### config.mk
export PLATFORM = sky130hd
export DESIGN_NAME = line_record_packer_flat
export DESIGN_NICKNAME = d
export VERILOG_FILES = /design/src/rtl/nonogram_pkg.sv /design/src/rtl/line_record_packer_if.sv /design/src/rtl/line_record_packer_filter.sv /design/src/rtl/line_record_packer.sv /design/src/flat_wrapper.sv
export SDC_FILE = /design/constraint.sdc
export NUM_CORES = 1
export LEC_CHECK = 0
export BUFFER_PORTS_ARGS = -buffer_cell sky130_fd_sc_hd__buf_2
export CORE_AREA = 2 2 405 407
export DETAILED_ROUTE_END_ITERATION = 8
export DIE_AREA = 0 0 407 409
export PLACE_DENSITY_LB_ADDON = 0.12
export SYNTH_ARGS = -nofsm -noshare
export SYNTH_HDL_FRONTEND = slang
export SYNTH_SLANG_ARGS = --single-unit
### constraint.sdc
create_clock -name clk -period 3.8 [get_ports clk]
set_clock_uncertainty 0.15 [all_clocks]
set_input_delay 0.19 -clock clk [delete_from_list [all_inputs] [get_ports clk]]
set_output_delay 0.19 -clock clk [all_outputs]
set_load 0.02 [all_outputs]
### src/rtl/nonogram_pkg.sv
// Shared types and record-layout helpers for the solver line FIFO producer.
// Defaults here match the line_record_packer parameter defaults.
package nonogram_pkg;

   typedef enum logic [1:0] {
      IDLE    = 2'd0,
      COLLECT = 2'd1,
      EMIT    = 2'd2
   } state_t;

   localparam int SIZE_DEF     = 3;
   localparam int MAX_OPTS_DEF = 64;
   localparam int IDX_W_DEF    = 5;
   localparam int CNT_W_DEF    = 7;
   localparam int REC_W_DEF    = 1024;

   // Header is is_row, then line_idx, then the option count; options follow.
   localparam int OPT_BASE = 1 + IDX_W_DEF + CNT_W_DEF;
   localparam int REC_USED = OPT_BASE + MAX_OPTS_DEF * SIZE_DEF;

   function automatic int rec_slot_lsb(input int k,
                                       input int opt_base = OPT_BASE,
                                       input int size     = SIZE_DEF);
      return opt_base + k * size;
   endfunction

endpackage

### src/rtl/line_record_packer_if.sv
// Option-in / FIFO-out bundle of line_record_packer.
// Carries known_mask/known_val only when PACKER_KNOWN_FILTER_EN is defined.
interface line_record_packer_if #(
   parameter int SIZE  = 3,
   parameter int IDX_W = 5,
   parameter int CNT_W = 7,
   parameter int REC_W = 1024
);

   logic             start;
   logic             is_row;
   logic [IDX_W-1:0] line_idx;
   logic             opt_valid;
   logic [SIZE-1:0]  opt_in;
   logic             opt_last;
   logic             opt_ready;
   logic             fifo_full;
   logic             fifo_wr;
   logic [REC_W-1:0] fifo_din;
   logic [CNT_W-1:0] opt_count;
   logic             busy;
   logic             overflow;
`ifdef PACKER_KNOWN_FILTER_EN
   logic [SIZE-1:0]  known_mask;
   logic [SIZE-1:0]  known_val;
`endif

   // master is the enumerator/FIFO side, slave is the packer itself.
   modport master (
`ifdef PACKER_KNOWN_FILTER_EN
      output known_mask, known_val,
`endif
      output start, is_row, line_idx, opt_valid, opt_in, opt_last, fifo_full,
      input  opt_ready, fifo_wr, fifo_din, opt_count, busy, overflow
   );

   modport slave (
`ifdef PACKER_KNOWN_FILTER_EN
      input  known_mask, known_val,
`endif
      input  start, is_row, line_idx, opt_valid, opt_in, opt_last, fifo_full,
      output opt_ready, fifo_wr, fifo_din, opt_count, busy, overflow
   );

endinterface

### src/rtl/line_record_packer_filter.sv
// Known-cell consistency test used when PACKER_KNOWN_FILTER_EN is defined;
// an option is kept only if it agrees with every known cell.
`ifdef PACKER_KNOWN_FILTER_EN
module opt_known_filter #(
   parameter int SIZE = 3
) (
   input  logic [SIZE-1:0] opt_i,
   input  logic [SIZE-1:0] mask_i,
   input  logic [SIZE-1:0] val_i,
   output logic            keep_o
);

   assign keep_o = (((opt_i ^ val_i) & mask_i) == '0);

endmodule
`endif

### src/rtl/line_record_packer.sv
// Packs the candidate options of one board line into a single record for the line FIFO.
// Optional known-cell filtering is enabled with PACKER_KNOWN_FILTER_EN.
module line_record_packer
   import nonogram_pkg::*;
#(
   parameter int SIZE     = SIZE_DEF,
   parameter int MAX_OPTS = MAX_OPTS_DEF,
   parameter int IDX_W    = IDX_W_DEF,
   parameter int CNT_W    = CNT_W_DEF,
   parameter int REC_W    = REC_W_DEF
) (
   input  logic               clk,
   input  logic               rst_n,
   line_record_packer_if.slave lrp
);

   localparam int SLOT_BASE = 1 + IDX_W + CNT_W;
   localparam logic [CNT_W-1:0] MAX_CNT = CNT_W'(MAX_OPTS);

   generate
      if (SLOT_BASE + MAX_OPTS * SIZE > REC_W) begin : g_rec_too_small
         $error("line_record_packer: REC_W too small for header plus MAX_OPTS options");
      end
      if ((64'd1 << CNT_W) <= 64'(MAX_OPTS)) begin : g_cnt_too_small
         $error("line_record_packer: CNT_W cannot represent MAX_OPTS");
      end
   endgenerate

   state_t           state_q, state_d;
   logic [REC_W-1:0] rec_q, rec_d;
   logic [CNT_W-1:0] count_q, count_d;
   logic             overflow_q, overflow_d;
   logic             optKeep;
   logic             handshake;

`ifdef PACKER_KNOWN_FILTER_EN
   logic [SIZE-1:0]  known_mask_q, known_val_q;

   // Known cells belong to the line being collected, so they are latched with the header.
   always_ff @(posedge clk or negedge rst_n) begin
      if (!rst_n) begin
         known_mask_q <= '0;
         known_val_q  <= '0;
      end else if (state_q == IDLE && lrp.start) begin
         known_mask_q <= lrp.known_mask;
         known_val_q  <= lrp.known_val;
      end
   end

   opt_known_filter #(.SIZE(SIZE)) u_filter (
      .opt_i  (lrp.opt_in),
      .mask_i (known_mask_q),
      .val_i  (known_val_q),
      .keep_o (optKeep)
   );
`else
   assign optKeep = 1'b1;
`endif

   assign handshake = lrp.opt_valid && (state_q == COLLECT);

   always_ff @(posedge clk or negedge rst_n) begin
      if (!rst_n) begin
         state_q    <= IDLE;
         rec_q      <= '0;
         count_q    <= '0;
         overflow_q <= 1'b0;
      end else begin
         state_q    <= state_d;
         rec_q      <= rec_d;
         count_q    <= count_d;
         overflow_q <= overflow_d;
      end
   end

   always_comb begin
      state_d    = state_q;
      rec_d      = rec_q;
      count_d    = count_q;
      overflow_d = overflow_q;

      case (state_q)
         IDLE: begin
            if (lrp.start) begin
               state_d            = COLLECT;
               rec_d              = '0;
               rec_d[0]           = lrp.is_row;
               rec_d[IDX_W:1]     = lrp.line_idx;
               count_d            = '0;
            end
         end
         COLLECT: begin
            if (handshake) begin
               // A full record still completes the handshake so the enumerator never stalls.
               if (optKeep) begin
                  if (count_q == MAX_CNT) begin
                     overflow_d = 1'b1;
                  end else begin
                     rec_d   = rec_q | (REC_W'(lrp.opt_in)
                               << rec_slot_lsb(int'(count_q), SLOT_BASE, SIZE));
                     count_d = count_q + 1'b1;
                  end
               end
               if (lrp.opt_last) begin
                  state_d = EMIT;
               end
            end
         end
         EMIT: begin
            if (!lrp.fifo_full) begin
               state_d = IDLE;
            end
         end
         default: begin
            state_d = IDLE;
         end
      endcase

      rec_d[SLOT_BASE-CNT_W +: CNT_W] = count_d;
   end

   assign lrp.opt_ready = (state_q == COLLECT);
   assign lrp.busy      = (state_q != IDLE);
   assign lrp.fifo_wr   = (state_q == EMIT) && !lrp.fifo_full;
   assign lrp.fifo_din  = rec_q;
   assign lrp.opt_count = count_q;
   assign lrp.overflow  = overflow_q;

endmodule

### src/flat_wrapper.sv
// flat-port wrapper written by rule: the top's interface ports become plain ports
module line_record_packer_flat import nonogram_pkg::*;
#(
   parameter int SIZE     = SIZE_DEF,
   parameter int MAX_OPTS = MAX_OPTS_DEF,
   parameter int IDX_W    = IDX_W_DEF,
   parameter int CNT_W    = CNT_W_DEF,
   parameter int REC_W    = REC_W_DEF
)
  (clk, rst_n, lrp_start, lrp_is_row, lrp_line_idx, lrp_opt_valid, lrp_opt_in, lrp_opt_last, lrp_fifo_full, lrp_opt_ready, lrp_fifo_wr, lrp_fifo_din, lrp_opt_count, lrp_busy, lrp_overflow);
  line_record_packer_if #(.SIZE(SIZE), .IDX_W(IDX_W), .CNT_W(CNT_W), .REC_W(REC_W)) lrp_i ();
  input  logic clk;
  input  logic rst_n;
  input wire logic [$bits(lrp_i.start)-1:0] lrp_start;
  input wire logic [$bits(lrp_i.is_row)-1:0] lrp_is_row;
  input wire logic [$bits(lrp_i.line_idx)-1:0] lrp_line_idx;
  input wire logic [$bits(lrp_i.opt_valid)-1:0] lrp_opt_valid;
  input wire logic [$bits(lrp_i.opt_in)-1:0] lrp_opt_in;
  input wire logic [$bits(lrp_i.opt_last)-1:0] lrp_opt_last;
  input wire logic [$bits(lrp_i.fifo_full)-1:0] lrp_fifo_full;
  output wire logic [$bits(lrp_i.opt_ready)-1:0] lrp_opt_ready;
  output wire logic [$bits(lrp_i.fifo_wr)-1:0] lrp_fifo_wr;
  output wire logic [$bits(lrp_i.fifo_din)-1:0] lrp_fifo_din;
  output wire logic [$bits(lrp_i.opt_count)-1:0] lrp_opt_count;
  output wire logic [$bits(lrp_i.busy)-1:0] lrp_busy;
  output wire logic [$bits(lrp_i.overflow)-1:0] lrp_overflow;
  assign lrp_i.start = lrp_start;
  assign lrp_i.is_row = lrp_is_row;
  assign lrp_i.line_idx = lrp_line_idx;
  assign lrp_i.opt_valid = lrp_opt_valid;
  assign lrp_i.opt_in = lrp_opt_in;
  assign lrp_i.opt_last = lrp_opt_last;
  assign lrp_i.fifo_full = lrp_fifo_full;
  assign lrp_opt_ready = lrp_i.opt_ready;
  assign lrp_fifo_wr = lrp_i.fifo_wr;
  assign lrp_fifo_din = lrp_i.fifo_din;
  assign lrp_opt_count = lrp_i.opt_count;
  assign lrp_busy = lrp_i.busy;
  assign lrp_overflow = lrp_i.overflow;
  line_record_packer #(.SIZE(SIZE), .MAX_OPTS(MAX_OPTS), .IDX_W(IDX_W), .CNT_W(CNT_W), .REC_W(REC_W)) u_core (.clk(clk), .rst_n(rst_n), .lrp(lrp_i));
endmodule
==> metrics.md <==
| Metric | Value |
|---|---|
| Vias in the first global route | `27100` |
| Critical R2R Launch | `u_core.lrp.fifo_din[7]` |
| Remaining design rule violation count | `0` |
| Synth Net Count | `2996` |
| Pre-Repair DR Iteration Count | `5` |
| Worst hold slack | `0.0655 ns` |
| PwrDens | `692 nW/µm²` |
| CP arrival | `4.16 ns` |
| # clock sinks | `1027` |
| Overall global routing resource usage | `17.7%` |
| CTS tree | `done` |
| Routed Antenna Nets | `0` |
| Setup_tns | `0 ns` |
| CTS Buf Count | `118` |
| Top FF cell, synth | `dfrtp_1` |
| Worst r2r dst | `u_core.lrp.fifo_din[183]` |
| Crit end category | `register` |
| Tightest Pin Transition | `0.978 ns` |
| Die width | `407 µm` |
| Fin. Hold Viols | `0` |
| Commonest non-fill, non-tap cell in the layout | `buf_2` |
| Skew-Pair Late Insertion Delay | `0.75 ns` |
| Nets | `4147` |
| Kind of critical path | `register to register` |
| Commonest cells after routing, fill and taps aside | `buf_2 (1048), dfrtp_1 (1027), and2_1 (502), nand2_1 (384), o21ai_0 (302)` |
| Cell Area, Synth | `36600 µm²` |
| Routed wire length | `151 mm` |
| RSZ-0062 raised after global routing | `no` |
| Final min period | `3.67 ns` |
| Ys async rst share | `100%` |
| HP Class | `primary input to register` |
| IO buf count | `1049` |
| Switching Share | `38.0%` |
| Reg2Reg Depth | `11` |
| Part of the power in the clock network | `34.1%` |
| Drt initial violations | `1818` |
| Layout area overhead | `36.0%` |
| Total power | `34400 µW` |
| Setup violators final | `0` |
| Initial antenna violation count | `13` |
| Worst slew margin | `34.8%` |
| Sequential share of the synthesized area | `70.3%` |
| Post-synth EDFFs | `0` |
| Max-cap violations | `0` |
| Via count | `26600` |
| Crit path max fanout | `23` |
| Placement Rows | `148` |
| Fmax | `272 MHz` |
| Fillers | `16800` |
| Psw | `13100 µW` |
| H-tree lvl count | `3` |
| Largest net degree at the start of global routing | `167` |
| Hold Startpoint | `lrp_opt_in[1]` |
| Yosys warning total | `0` |
| Final HPWL DP | `106 mm` |
| Syn Area/Cell | `12.3 µm²` |
| Leakage | `0.0268 µW` |
| Global-route wire length before repair | `214 mm` |
| Via-to-Cell Ratio | `4.16` |
| Initial Util | `22.6%` |
| #FFs+latches synth | `1027` |
| Register share of total power | `34.5%` |
| Reg clk slew, reported paths | `0.07 ns` |
| Max Slew Vio Count | `0` |
| Chip height | `409 µm` |
| Clk Tree Root Cell | `clkbuf_16` |
| Post-Place Worst Slack | `-0.199 ns` |
| Final period util | `96.7%` |
| WHS Endpoint | `u_core.lrp.fifo_din[521]` |
| Fraction of layout cells with a size suffix above 1 | `34.8%` |
| Clock Path Buffers | `3` |
| Core Region | `162000 µm²` |
| P_int | `21300 µW` |
| Worst setup SP type | `register` |
| Worst Path Required | `4.29 ns` |
| Outcome | `finished clean` |
| Die area | `166000 µm²` |
| Worst Slack Setup Final | `0.127 ns` |
| Total gr overflow | `0` |
| Netlist cell types | `69` |
| R2R Setup Slk | `0.13 ns` |
| Cells after Synth | `2969` |
| Maximum vdd drop | `560 µV` |
| Hold depth | `5` |
| Top Ports | `1050` |
| Comb power frac | `31.5%` |
| Routability cong. | `0.813` |
| Wirelength per Cell | `23.6 µm` |
[kinds of logic after synthesis]
family	Yosys count	share of synthesized area [%]
buffers and inverters	226	2.53
flip-flops	1027	70.3
AO/OA/AOI/OAI	625	11.1
XOR/XNOR	11	0.380
AND/OR/NAND/NOR	1062	15.1
multiplexers	6	0.168
adder cells (fa/ha/maj)	12	0.431
[state kept, by name, indices dropped and copies added, names as in the netlist]
register / cells
u_core.lrp.overflow: 1
u_core.lrp.fifo_din: 1024
u_core.state_q: 2
[cell type report]
type	instances	area, µm²	share of cell area [%]
well taps	2175	2720	5.47
repair buffers	1241	7140	14.4
inverters	15	56.3	0.113
diodes	4	10.0	0.0201
clock buffers	167	3410	6.85
multi-input cells	1717	10100	20.3
flip-flops and latches	1027	25700	51.7
clock inverters	48	594	1.19
[power by group through the flow]
stage	logic, µW	registers, µW	clock network (µW)
global route	11700	11900	12600
finish	10800	11900	11700
CTS	11100	11900	12100
floorplan	4510	12700	0
detailed placement	10900	12000	0
global placement	10900	12000	0
[how the worst max path moves through the flow]
stage	start	slack, ns	depth (start not counted)	endpoint
after floorplan	u_core.lrp.fifo_din[6]	0.09	13	u_core.lrp.fifo_din[127]
after global placement	u_core.lrp.fifo_din[6]	-0.98	10	u_core.lrp.fifo_din[454]
after detailed placement	u_core.lrp.fifo_din[6]	-0.20	11	u_core.lrp.fifo_din[158]
after CTS	u_core.lrp.fifo_din[7]	0.01	11	u_core.lrp.fifo_din[183]
after global routing	u_core.lrp.fifo_din[8]	0.004	12	u_core.lrp.fifo_din[258]
final	u_core.lrp.fifo_din[7]	0.13	11	u_core.lrp.fifo_din[183]
[repair_timing]
item                                    in CTS  in global routing
buffers inserted                             2                  0
endpoints found under the setup margin      68                134
hold buffers                                21                  0
gates cloned                                 1                  0
pin swaps                                    2                  0
resized for setup                            7                  7
endpoints found under the hold margin     1007                  0
[Yosys cell counts, types with 4 or more instances]
cell / count / area share [%]
a21oi_1: 45 / 0.62
nor2_1: 81 / 0.83
mux2i_1: 5 / 0.14
nor3_2: 12 / 0.33
o31ai_1: 5 / 0.10
and3_1: 10 / 0.17
o21ai_1: 28 / 0.38
and2_1: 504 / 8.6
nand2_1: 386 / 4.0
inv_1: 15 / 0.15
o21ai_0: 303 / 4.1
or3_1: 5 / 0.086
dfrtp_1: 1027 / 70
nor3_1: 13 / 0.18
buf_2: 31 / 0.42
ha_1: 11 / 0.38
clkbuf_1: 165 / 1.7
a22o_1: 173 / 4.1
xnor2_1: 5 / 0.12
a211oi_1: 8 / 0.16
nand2b_1: 6 / 0.10
buf_4: 10 / 0.21
buf_1: 5 / 0.051
o211ai_1: 6 / 0.12
a41oi_1: 16 / 0.38
o21a_1: 4 / 0.082
nand4_1: 7 / 0.12
nand3_1: 20 / 0.27
[stage by stage]
step	area, µm²	std cells	utilization (%)
after CTS	49700	6390	30.7
after detailed placement	45400	6151	28.0
after global placement	45400	6150	28.0
final	49700	6394	30.7
after global routing	49700	6391	30.7
after floorplan	36600	2969	-
[critical path: stages, from the launching register on]
cell	delay (ns)
dfrtp_1	0.38
ha_1	0.22
fa_2	0.42
a211oi_4	0.29
buf_4	0.17
nor4_1	0.04
a311o_2	0.47
or3_1	0.46
a21oi_4	0.33
o21a_1	0.24
buf_12	0.19
a22o_1	0.15
[per-layer routing]
| metal | share of wire [%] | up-vias | global-route usage [%] |
|---|---|---|---|
| li1 | - | 12200 | - |
| met1 | 42 | 13300 | 22.4 |
| met2 | 48 | 821 | 28.8 |
| met3 | 8.1 | 172 | 5.60 |
| met4 | 2.7 | 2 | 5.27 |
| met5 | 0.012 | - | 0 |
Power figures use the tool's default switching activity.
